==> src/rtl/fu_issue_router_pkg.sv <==
// Shared issue-stage types: RS entry layout, ALU function codes and FU classification.
package fu_issue_router_pkg;

  typedef enum logic [4:0] {
    ALU_ADD, ALU_SUB, ALU_SLT, ALU_SLTU, ALU_AND, ALU_OR, ALU_XOR, ALU_SLL, ALU_SRL, ALU_SRA,
    ALU_MUL, ALU_MULH, ALU_MULHSU, ALU_MULHU,
    ALU_DIV, ALU_DIVU, ALU_REM, ALU_REMU, ALU_BRANCH, ALU_JAL, ALU_LOAD, ALU_STORE
  } ALU_FUNC;

  typedef struct packed {
    logic        valid;
    ALU_FUNC     alu_func;
    logic [31:0] pc;
    logic [4:0]  dest_reg;
  } RS_PACKET;

  typedef struct packed {
    RS_PACKET   packet;
    logic [5:0] rob_idx;
  } RS_OBJ;

  typedef enum logic [1:0] {FU_NONE, FU_ALU, FU_MUL, FU_OTHER} fu_class_t;

  function automatic fu_class_t classify_fu(RS_OBJ obj);
    fu_class_t cls;
    if (!obj.packet.valid) begin
      cls = FU_NONE;
    end else begin
      case (obj.packet.alu_func)
        ALU_ADD, ALU_SUB, ALU_AND, ALU_SLT, ALU_SLTU,
        ALU_OR, ALU_XOR, ALU_SRL, ALU_SLL, ALU_SRA:  cls = FU_ALU;
        ALU_MUL, ALU_MULH, ALU_MULHSU, ALU_MULHU:    cls = FU_MUL;
        default:                                     cls = FU_OTHER;
      endcase
    end
    return cls;
  endfunction

endpackage

==> src/rtl/fu_issue_router_if.sv <==
// Bundle between the reservation station / execute units (master) and the issue router (slave).
interface fu_issue_router_if import fu_issue_router_pkg::*; #(
  parameter int unsigned WIDTH   = 2,
  parameter int unsigned NUM_ALU = 2,
  parameter int unsigned NUM_MUL = 1
) ();

  logic                    rollback_en;
  logic                    ld_in_ex;
  logic                    data_input;
  logic [NUM_ALU-1:0]      stall_alu;
  RS_OBJ [WIDTH-1:0]       issue_packet;

  RS_OBJ [NUM_ALU-1:0]     alu_packet;
  logic [NUM_ALU-1:0]      alu_valid;
  RS_OBJ [NUM_MUL-1:0]     mul_packet;
  logic [NUM_MUL-1:0]      mul_valid;
  RS_OBJ [WIDTH-1:0]       oth_packet;
  logic [WIDTH-1:0]        oth_valid;
  logic [WIDTH-1:0]        delete_confirm;
  logic [NUM_MUL-1:0]      mul_busy;

  modport master (
    output rollback_en, ld_in_ex, data_input, stall_alu, issue_packet,
    input  alu_packet, alu_valid, mul_packet, mul_valid, oth_packet, oth_valid,
    input  delete_confirm, mul_busy
  );

  modport slave (
    input  rollback_en, ld_in_ex, data_input, stall_alu, issue_packet,
    output alu_packet, alu_valid, mul_packet, mul_valid, oth_packet, oth_valid,
    output delete_confirm, mul_busy
  );

endinterface

==> src/rtl/fu_issue_router_mul_busy_tracker.sv <==
// Per-multiplier occupancy counters; a unit is free once its counter has drained to zero.
module fu_issue_router_mul_busy_tracker #(
  parameter int unsigned NUM_MUL       = 1,
  parameter int unsigned MUL_LAT       = 4,
  parameter bit          MUL_PIPELINED = 1'b0
) (
  input  logic               clock,
  input  logic               reset,
  input  logic               flush,
  input  logic [NUM_MUL-1:0] grant,
  output logic [NUM_MUL-1:0] free
);

  localparam int unsigned CntW = $clog2(MUL_LAT + 1);

  if (MUL_PIPELINED) begin : g_pipelined
    assign free = '1;
  end else begin : g_counted
    logic [NUM_MUL-1:0][CntW-1:0] busy_cnt_q, busy_cnt_d;

    always_comb begin
      busy_cnt_d = busy_cnt_q;
      for (int m = 0; m < NUM_MUL; m++) begin
        if (flush) begin
          busy_cnt_d[m] = '0;
        end else if (grant[m]) begin
          // The grant cycle itself counts as the first cycle of occupancy.
          busy_cnt_d[m] = CntW'(MUL_LAT - 1);
        end else if (busy_cnt_q[m] != '0) begin
          busy_cnt_d[m] = busy_cnt_q[m] - CntW'(1);
        end
      end
    end

    always_ff @(posedge clock) begin
      if (reset) begin
        busy_cnt_q <= '0;
      end else begin
        busy_cnt_q <= busy_cnt_d;
      end
    end

    for (genvar m = 0; m < NUM_MUL; m++) begin : g_free
      assign free[m] = (busy_cnt_q[m] == '0);
    end
  end

endmodule

==> src/rtl/fu_issue_router.sv <==
// Superscalar issue stage: classifies RS candidates and routes them onto ALU, MUL and OTHER lanes
// with round-robin slot priority so denied entries are served first on retry.
module fu_issue_router import fu_issue_router_pkg::*; #(
  parameter int unsigned WIDTH         = 2,
  parameter int unsigned NUM_ALU       = 2,
  parameter int unsigned NUM_MUL       = 1,
  parameter int unsigned MUL_LAT       = 4,
  parameter bit          MUL_PIPELINED = 1'b0
) (
  input  logic              clock,
  input  logic              reset,
  fu_issue_router_if.slave  bus
);

  localparam int unsigned PtrW = (WIDTH > 1) ? $clog2(WIDTH) : 1;
  localparam int unsigned SumW = PtrW + 1;

  logic flush, hold;
  assign flush = reset | bus.rollback_en;
  assign hold  = bus.ld_in_ex & ~bus.data_input;

  RS_OBJ [NUM_ALU-1:0] alu_packet_q, alu_packet_d;
  logic  [NUM_ALU-1:0] alu_valid_q, alu_valid_d;
  RS_OBJ [NUM_MUL-1:0] mul_packet_q, mul_packet_d;
  logic  [NUM_MUL-1:0] mul_valid_q, mul_valid_d;
  RS_OBJ [WIDTH-1:0]   oth_packet_q, oth_packet_d;
  logic  [WIDTH-1:0]   oth_valid_q, oth_valid_d;
  logic  [WIDTH-1:0]   delete_q, delete_d;
  logic  [PtrW-1:0]    rr_ptr_q, rr_ptr_d;

  logic  [NUM_MUL-1:0] mul_free, mul_grant;
  logic  [SumW-1:0]    sum;
  logic  [PtrW-1:0]    slot;
  logic                found, denied_seen;
  fu_class_t           cls;

  always_comb begin
    alu_packet_d = '0;
    alu_valid_d  = '0;
    mul_packet_d = '0;
    mul_valid_d  = '0;
    oth_packet_d = '0;
    oth_valid_d  = '0;
    delete_d     = '0;
    rr_ptr_d     = '0;
    mul_grant    = '0;
    sum          = '0;
    slot         = '0;
    found        = 1'b0;
    denied_seen  = 1'b0;
    cls          = FU_NONE;

    if (flush) begin
      // Everything stays at its zero default.
    end else if (hold) begin
      alu_packet_d = alu_packet_q;
      mul_packet_d = mul_packet_q;
      oth_packet_d = oth_packet_q;
      rr_ptr_d     = rr_ptr_q;
    end else begin
      for (int k = 0; k < WIDTH; k++) begin
        sum = {1'b0, rr_ptr_q} + SumW'(k);
        if (sum >= SumW'(WIDTH)) sum = sum - SumW'(WIDTH);
        slot  = sum[PtrW-1:0];
        cls   = classify_fu(bus.issue_packet[slot]);
        found = 1'b0;
        case (cls)
          FU_ALU: begin
            // alu_valid_d doubles as the "already taken this cycle" mask.
            for (int a = 0; a < NUM_ALU; a++) begin
              if (!found && !bus.stall_alu[a] && !alu_valid_d[a]) begin
                alu_valid_d[a]  = 1'b1;
                alu_packet_d[a] = bus.issue_packet[slot];
                delete_d[slot]  = 1'b1;
                found           = 1'b1;
              end
            end
          end
          FU_MUL: begin
            for (int m = 0; m < NUM_MUL; m++) begin
              if (!found && mul_free[m] && !mul_grant[m]) begin
                mul_grant[m]    = 1'b1;
                mul_valid_d[m]  = 1'b1;
                mul_packet_d[m] = bus.issue_packet[slot];
                delete_d[slot]  = 1'b1;
                found           = 1'b1;
              end
            end
          end
          FU_OTHER: begin
            oth_valid_d[slot]  = 1'b1;
            oth_packet_d[slot] = bus.issue_packet[slot];
            delete_d[slot]     = 1'b1;
            found              = 1'b1;
          end
          default: found = 1'b1;
        endcase
        if (!found && !denied_seen) begin
          rr_ptr_d    = slot;
          denied_seen = 1'b1;
        end
      end
    end
  end

  always_ff @(posedge clock) begin
    alu_packet_q <= alu_packet_d;
    alu_valid_q  <= alu_valid_d;
    mul_packet_q <= mul_packet_d;
    mul_valid_q  <= mul_valid_d;
    oth_packet_q <= oth_packet_d;
    oth_valid_q  <= oth_valid_d;
    delete_q     <= delete_d;
    rr_ptr_q     <= rr_ptr_d;
  end

  fu_issue_router_mul_busy_tracker #(
    .NUM_MUL       (NUM_MUL),
    .MUL_LAT       (MUL_LAT),
    .MUL_PIPELINED (MUL_PIPELINED)
  ) u_mul_busy (
    .clock (clock),
    .reset (reset),
    .flush (flush),
    .grant (mul_grant),
    .free  (mul_free)
  );

  assign bus.alu_packet     = alu_packet_q;
  assign bus.alu_valid      = alu_valid_q;
  assign bus.mul_packet     = mul_packet_q;
  assign bus.mul_valid      = mul_valid_q;
  assign bus.oth_packet     = oth_packet_q;
  assign bus.oth_valid      = oth_valid_q;
  assign bus.delete_confirm = delete_q;
  assign bus.mul_busy       = ~mul_free;

endmodule
==> src/flat_wrapper.sv <==
// flat-port wrapper written by rule: the top's interface ports become plain ports
module fu_issue_router_flat import fu_issue_router_pkg::*;
#(
  parameter int unsigned WIDTH         = 2,
  parameter int unsigned NUM_ALU       = 2,
  parameter int unsigned NUM_MUL       = 1,
  parameter int unsigned MUL_LAT       = 4,
  parameter bit          MUL_PIPELINED = 1'b0
)
  (clock, reset, bus_rollback_en, bus_ld_in_ex, bus_data_input, bus_stall_alu, bus_issue_packet, bus_alu_packet, bus_alu_valid, bus_mul_packet, bus_mul_valid, bus_oth_packet, bus_oth_valid, bus_delete_confirm, bus_mul_busy);
  fu_issue_router_if #(.WIDTH(WIDTH), .NUM_ALU(NUM_ALU), .NUM_MUL(NUM_MUL)) bus_i ();
  input  logic clock;
  input  logic reset;
  input wire logic [$bits(bus_i.rollback_en)-1:0] bus_rollback_en;
  input wire logic [$bits(bus_i.ld_in_ex)-1:0] bus_ld_in_ex;
  input wire logic [$bits(bus_i.data_input)-1:0] bus_data_input;
  input wire logic [$bits(bus_i.stall_alu)-1:0] bus_stall_alu;
  input wire logic [$bits(bus_i.issue_packet)-1:0] bus_issue_packet;
  output wire logic [$bits(bus_i.alu_packet)-1:0] bus_alu_packet;
  output wire logic [$bits(bus_i.alu_valid)-1:0] bus_alu_valid;
  output wire logic [$bits(bus_i.mul_packet)-1:0] bus_mul_packet;
  output wire logic [$bits(bus_i.mul_valid)-1:0] bus_mul_valid;
  output wire logic [$bits(bus_i.oth_packet)-1:0] bus_oth_packet;
  output wire logic [$bits(bus_i.oth_valid)-1:0] bus_oth_valid;
  output wire logic [$bits(bus_i.delete_confirm)-1:0] bus_delete_confirm;
  output wire logic [$bits(bus_i.mul_busy)-1:0] bus_mul_busy;
  assign bus_i.rollback_en = bus_rollback_en;
  assign bus_i.ld_in_ex = bus_ld_in_ex;
  assign bus_i.data_input = bus_data_input;
  assign bus_i.stall_alu = bus_stall_alu;
  assign bus_i.issue_packet = bus_issue_packet;
  assign bus_alu_packet = bus_i.alu_packet;
  assign bus_alu_valid = bus_i.alu_valid;
  assign bus_mul_packet = bus_i.mul_packet;
  assign bus_mul_valid = bus_i.mul_valid;
  assign bus_oth_packet = bus_i.oth_packet;
  assign bus_oth_valid = bus_i.oth_valid;
  assign bus_delete_confirm = bus_i.delete_confirm;
  assign bus_mul_busy = bus_i.mul_busy;
  fu_issue_router #(.WIDTH(WIDTH), .NUM_ALU(NUM_ALU), .NUM_MUL(NUM_MUL), .MUL_LAT(MUL_LAT), .MUL_PIPELINED(MUL_PIPELINED)) u_core (.clock(clock), .reset(reset), .bus(bus_i));
endmodule
==> config.mk <==
export PLATFORM = sky130hd
export DESIGN_NAME = fu_issue_router_flat
export DESIGN_NICKNAME = d
export VERILOG_FILES = /design/src/rtl/fu_issue_router_pkg.sv /design/src/rtl/fu_issue_router_if.sv /design/src/rtl/fu_issue_router_mul_busy_tracker.sv /design/src/rtl/fu_issue_router.sv /design/src/flat_wrapper.sv
export SDC_FILE = /design/constraint.sdc
export NUM_CORES = 1
export LEC_CHECK = 0
export CORE_UTILIZATION = 45
export DETAILED_ROUTE_END_ITERATION = 8
export PLACE_DENSITY = 0.81
export SYNTH_ARGS = -nofsm -noshare
export SYNTH_HDL_FRONTEND = slang
export SYNTH_SLANG_ARGS = --single-unit
==> constraint.sdc <==
create_clock -name clock -period 7 [get_ports clock]
set_input_delay 1.75 -clock clock [delete_from_list [all_inputs] [get_ports clock]]
set_output_delay 1.75 -clock clock [all_outputs]
set_load 0.02 [all_outputs]
==> impl_metrics.tcl, run 1 <==
set metrics [dict create \
    worstSetupPathType "in -> reg" \
    place_inst 1910 \
    path_cells "clkdlybuf4s50_1 -> mux2i_1 -> ha_1 -> nand2_1 -> nand2_1 -> o21ai_0 -> ha_1 -> xnor2_2 -> nor2_4 -> buf_12 -> a221oi_1 -> nor3_1" \
    core-area_sq_um 27000 \
    timing.hold.ws_ns 0.450 \
    tns_ns 0 \
    ys_seq_elements 256 \
    synth.avg_cell_area_sq_um 9.13 \
    drt_iter0_markers 1369 \
    n_antenna_cell 0 \
    root_buffer "clkbuf_16" \
    cts.sinks 256 \
    drt_pre_antenna_iters 6 \
    ys_top_cells_by_area "dfxtp_1, a221oi_1, a22oi_1, a22o_1, a221oi_2" \
    leakagePower_nw 5.56 \
    drive_gt1_frac 0.0742 \
    ff2ff_path_depth 11 \
    r2r_start "u_core.rr_ptr_q" \
    fillers 2220 \
    multi_input_area_sq_um 6450 \
    wire_per_inst_microns 21.7 \
    min_period_ns 5.12 \
    synth_cells 1358 \
    worst-slew-pin-transition_ns 1.26 \
    final.setup_skew_ns 0.00535 \
    dieArea_sq_um 28200 \
    antenna_found_initial 0 \
    yosysWarnings 0 \
    clk_path_buf_depth 3 \
    synth_common_cells "dfxtp_1, a22oi_1, a221oi_1, nand2_1, nor2_1" \
    reg2reg_slack_ns 2.82 \
    start_util 0.459 \
    grt_pass1_wl_microns 66300 \
    max_freq_mhz 195 \
    setup_viol 0 \
    grt_max_degree 102 \
    syn-cell-area_sq_um 12400 \
    synth_ff_type "dfxtp_1" \
    rsz0062_at_grt "no" \
    fp.dieW_microns 168 \
    hold_class "reg -> reg" \
    track_usage 0.289 \
    outcome "finished, final reports clean" \
    first_global_vias 11938 \
    endpoint "u_core.bus.alu_packet[52]" \
    vias 12635 \
    ctsResizeCount 0 \
    synth-seq-area-share 0.413 \
    io_buffers 357 \
    slew_headroom 0.158 \
    startpoint_type "input port" \
    slowest_stage "nor2_4" \
    gp_congestion 0.848 \
    postCtsSetupBuffers 0 \
    required_ns 7.46 \
    worstPathArrival_ns 5.58 \
    crit_path_end_kind "flip-flop" \
    finalMaxSlewViolations 0 \
    post-dp-hpwl_microns 26900 \
    power_mw 4.07 \
    nets 1716 \
    yosysTopAreaCell "dfxtp_1" \
    synth.most_common_cell "dfxtp_1" \
    hold_viol 0 \
    rows 60 \
    insertion_delay_ns 0.54 \
    numCtsBuffers 28 \
    htree_levels 1 \
    timing.final.crit_share 0.732 \
    clkTransAtPathRegs_ns 0.06 \
    r2r_end "u_core.bus.alu_packet[52]" \
    synth_top_area_frac 0.413 \
    irDropWorstVdd_v 0.000201 \
    die_h_microns 168 \
    ant_nets 0 \
    routed_wirelength_microns 42500 \
    drt-vias-per-instance 6.45 \
    synth.distinct_cells 48 \
    hold_buffers 0 \
    cp-startpoint "bus_issue_packet[94]" \
    cp_max_fo 46 \
    drc_errors 0 \
    pin_count 358 \
    syn_to_final_growth_pct 34.7 \
    slowest_delay_ns 0.79 \
    async_flop_share 0 \
    fin_cells 1958 \
    cellPowerDensity_nw_per_um2 244 \
    synth_edf_count 0 \
    final_core_util 0.618 \
    synth_fp_nets 1475 \
    tritoncts "yes" \
    grt_overflow 0 \
    regArea_sq_um 5130 \
    drv_cap 0 \
]
-- cell type report --
cell class | count | area share
Tap cell | 341 | 0.0255
Inverter | 9 | 0.00202
Clock inverter | 6 | 0.00644
Clock buffer | 42 | 0.0506
Sequential cell | 256 | 0.307
Timing Repair Buffer | 374 | 0.222
Multi-Input combinational cell | 930 | 0.386
-- layout by cell type, fill, tap and decap left out, types with 4 or more instances in the layout --
master / netlist / final
clkdlybuf4s50_1: 0 / 357
dfxtp_1: 256 / 255
a22oi_1: 144 / 144
a221oi_1: 140 / 140
nand2_1: 115 / 114
nor2_1: 110 / 107
a22o_1: 93 / 93
a21oi_1: 56 / 56
o21ai_0: 52 / 52
a31oi_1: 48 / 48
nor3_1: 47 / 47
a221oi_2: 41 / 41
clkbuf_16: 0 / 30
buf_4: 8 / 16
ha_1: 12 / 12
mux2i_1: 8 / 8
o21ai_1: 8 / 8
inv_1: 7 / 7
clkbuf_1: 67 / 7
nand2b_1: 8 / 6
nor2_4: 3 / 6
clkbuf_8: 0 / 5
o22a_1: 4 / 4
o221ai_1: 4 / 4
a211oi_1: 4 / 4
-- through the flow --
step	instance area, sq um	setup WS [ns]
after CTS	16700	1.95
after detailed placement	15700	1.44
after global placement	15700	1.70
final	16700	1.88
after floorplan	12400	3.11
after global routing	16700	1.59
-- per-layer routing --
layer / GRT usage / wire, microns / vias to the layer above
li1: - / - / 5798
met1: 0.358 / 17300 / 6139
met2: 0.486 / 20200 / 602
met3: 0.0606 / 3400 / 96
met4: 0.123 / 1640 / 0
met5: 0 / 0 / -
-- registers in the layout (all words and copies together), names as in the netlist --
register,flops
u_core.bus.mul_packet,49
u_core.bus.oth_packet,98
u_core.bus.mul_valid,1
u_core.u_mul_busy.g_counted.busy_cnt_q,3
u_core.bus.oth_valid,2
u_core.bus.alu_valid,2
u_core.bus.delete_confirm,2
u_core.bus.alu_packet,98
u_core.rr_ptr_q,1
-- worst max-delay path: cells and delay by family --
family | cells | cell delay (ns)
AND/OR/NAND/NOR | 4 | 1.18
buffers and inverters | 2 | 0.79
multiplexers | 1 | 0.37
adder cells (fa/ha/maj) | 2 | 0.82
XOR/XNOR | 1 | 0.19
AO/OA/AOI/OAI | 2 | 0.44
-- logic make-up after synthesis --
group	synth area share
muxes	0.00646
DFF	0.413
xor gates and xnor gates	0.00273
AOI/OAI and AO/OA	0.386
buffers and inverters	0.0706
adders and majority gates	0.0121
and+or+nand+nor	0.108
-- how the worst min path moves through the flow --
stage                                                   start                                   endpoint  slack (ns)  depth (start not counted)
finish                              u_core.bus.alu_packet[96]                  u_core.bus.alu_packet[96]        0.45                          2
global placement                    u_core.bus.mul_packet[48]                  u_core.bus.mul_packet[48]        0.43                          2
CTS                                 u_core.bus.mul_packet[48]                  u_core.bus.mul_packet[48]        0.45                          2
floorplan           u_core.u_mul_busy.g_counted.busy_cnt_q[1]  u_core.u_mul_busy.g_counted.busy_cnt_q[1]        0.50                          2
detailed placement                  u_core.bus.mul_packet[48]                  u_core.bus.mul_packet[48]        0.44                          2
global route                        u_core.bus.alu_packet[97]                  u_core.bus.alu_packet[97]        0.46                          2
-- power breakdown --
part	leakage (nW)	internal [mW]	switching [mW]
Sequential	2.07	1.52	0.0375
Combinational	3.03	0.390	0.574
Clock	0.464	0.937	0.613
(Power assumes the default switching activity.)
==> run 2, diff against run 1 <==
Settings changed: CORE_UTILIZATION 45 to 44, PLACE_DENSITY 0.81 to 0.83.
Clock period 7 ns to 4.3 ns, I/O delays scaled along.
==> run 2 against run 1 <==
Routed wire length up 4.1%; worst setup slack worse by 1.6 ns; utilization down 0.13 points; critical path type unchanged; critical endpoint is now u_core.bus.mul_packet[30]; non-clock buffer count grew 21; sequential power rose by 63%; count of clock-buffer cells in the layout is 4 higher; first-iteration DRC count increased by 13%; register-to-register slack got worse by 2.0 ns; largest power group is now clock; flip-flop and latch count stayed put.
==> impl_metrics.tcl, run 2 (synthesis results as in run 1) <==
set metrics [dict create \
    clkTransAtPathRegs_ns 0.06 \
    die_h_microns 170 \
    syn_to_final_growth_pct 38.2 \
    final_cell_mix "clkdlybuf4s50_1, dfxtp_1, a22oi_1" \
    final.setup_skew_ns 0.00870 \
    fp.dieW_microns 170 \
    gp_congestion 0.870 \
    hold_path_end "u_core.bus.alu_packet[97]" \
    cp_max_fo 92 \
    met1Wirelength_microns 17000 \
    hold-path-cell-count 2 \
    n_antenna_cell 0 \
    worstSetupPathType "in -> reg" \
    vias 13088 \
    timing.final.crit_share 0.932 \
    r2r_start "u_core.rr_ptr_q" \
    p_int_mw 4.73 \
    grt_overflow 0 \
    numCtsBuffers 29 \
    timing.hold.ws_ns 0.456 \
    required_ns 4.79 \
    regArea_sq_um 5130 \
    insertion_delay_ns 0.55 \
    hold_buffers 0 \
    finalMaxSlewViolations 0 \
    comb_power_share 0.244 \
    routed_wirelength_microns 44300 \
    antenna_found_initial 0 \
    drt_iter0_markers 1548 \
    tritoncts "yes" \
    top_layer_used "met4" \
    p_switching_mw 2.05 \
    slew_headroom 0.175 \
    rsz0062_at_grt "no" \
    multi_input_area_sq_um 6450 \
    hold_viol 0 \
    wire_per_inst_microns 21.9 \
    dieArea_sq_um 28900 \
    worstPathArrival_ns 4.49 \
    ctsResizeCount 0 \
    drive_gt1_frac 0.0888 \
    wl_met3_microns 4140 \
    power.share.sequential 0.373 \
    r2r_end "u_core.bus.mul_packet[30]" \
    track_usage 0.297 \
    nets 1738 \
    post-dp-hpwl_microns 27900 \
    grt_max_degree 199 \
    drt_pre_antenna_iters 6 \
    swShare 0.302 \
    leakagePower_nw 5.74 \
    cellPowerDensity_nw_per_um2 395 \
    startpoint_type "input port" \
    dpl_worst_slack_ns -0.0602 \
    pin_count 358 \
    met2_length_microns 21200 \
    final_common_cell "clkdlybuf4s50_1" \
    hold_class "reg -> reg" \
    fillers 2307 \
    outcome "finished, final reports clean" \
    drc_errors 0 \
    crit_path_end_kind "flip-flop" \
    clk_path_buf_depth 3 \
    root_buffer "clkbuf_16" \
    core-area_sq_um 27800 \
    htree_levels 1 \
    worst_slack_ns 0.293 \
    io_buffers 357 \
    ant_nets 0 \
    max_freq_mhz 250 \
    drv_cap 0 \
    irDropWorstVdd_v 0.000267 \
    start_util 0.446 \
    min_period_ns 4.01 \
    drt-vias-per-instance 6.47 \
    reg2reg_slack_ns 0.80 \
    min-delay-start "u_core.bus.alu_packet[97]" \
    first_global_vias 12488 \
    postCtsSetupBuffers 0 \
    rows 61 \
    grt_pass1_wl_microns 69000 \
    worst-slew-pin-transition_ns 1.24 \
    clkPwrFrac 0.383 \
    setup_viol 0 \
    cts.sinks 256 \
    ff2ff_path_depth 10 \
]
## run 2: cell types whose count changed in the layout (fill, tap and decap cells not counted), sizes merged
cell / before / now
clkinv: 2 / 4
inv: 9 / 10
buf: 17 / 38
clkinvlp: 1 / 0
clkbuf: 42 / 46
## run 2: stage by stage
step	instance area [sq um]	instances	utilization	power (mW)	setup TNS, ns
2_1_floorplan	12400	1358	-	3.59	0
3_3_place_gp	16100	1968	0.581	4.14	0
3_5_place_dp	16100	1968	0.581	4.19	-0.111
4_1_cts	17100	2022	0.617	6.79	0
5_1_grt	17100	2022	0.617	7.03	0
6_report	17100	2022	0.617	6.77	0
## run 2: worst max path at each step
stage	start	to	slack, ns	cells after the start
floorplan	bus_issue_packet[94]	u_core.bus.alu_packet[2]	1.08	13
global route	bus_issue_packet[45]	u_core.bus.mul_packet[30]	0.17	12
global placement	bus_issue_packet[93]	u_core.bus.alu_packet[15]	0.12	13
finish	bus_issue_packet[93]	u_core.bus.mul_packet[30]	0.29	12
detailed placement	bus_issue_packet[94]	u_core.bus.mul_packet[8]	-0.06	12
CTS	bus_issue_packet[94]	u_core.bus.mul_packet[30]	0.46	12
## run 2: area by class of cell
cell class,instances,share of cell area
Clock buffer,46,0.0513
Clock inverter,8,0.00738
Inverter,9,0.00197
Multi-Input combinational cell,930,0.376
Sequential cell,256,0.299
Tap cell,378,0.0276
Timing Repair Buffer,395,0.236
## run 2: critical path, stage by stage
cell	delay (ns)
clkdlybuf4s50_1	0.53
mux2i_1	0.17
ha_1	0.22
inv_1	0.07
a21oi_1	0.06
o22a_1	0.26
inv_2	0.08
ha_1	0.23
and3b_4	0.98
a221oi_1	0.28
a21oi_1	0.24
a22o_1	0.18
## run 2: per-layer routing
metal | global-route usage | up-vias
met3 | 0.0698 | 126
li1 | - | 5857
met2 | 0.507 | 713
met1 | 0.352 | 6392
met5 | 0 | -
met4 | 0.136 | 0
## run 2: power by group through the flow
stage / registers [mW] / clock network [mW] / logic, mW
final: 2.53 / 2.60 / 1.65
after global routing: 2.54 / 2.72 / 1.78
after CTS: 2.52 / 2.63 / 1.63
after detailed placement: 2.57 / 0 / 1.62
after global placement: 2.57 / 0 / 1.57
after floorplan: 2.67 / 0 / 0.922
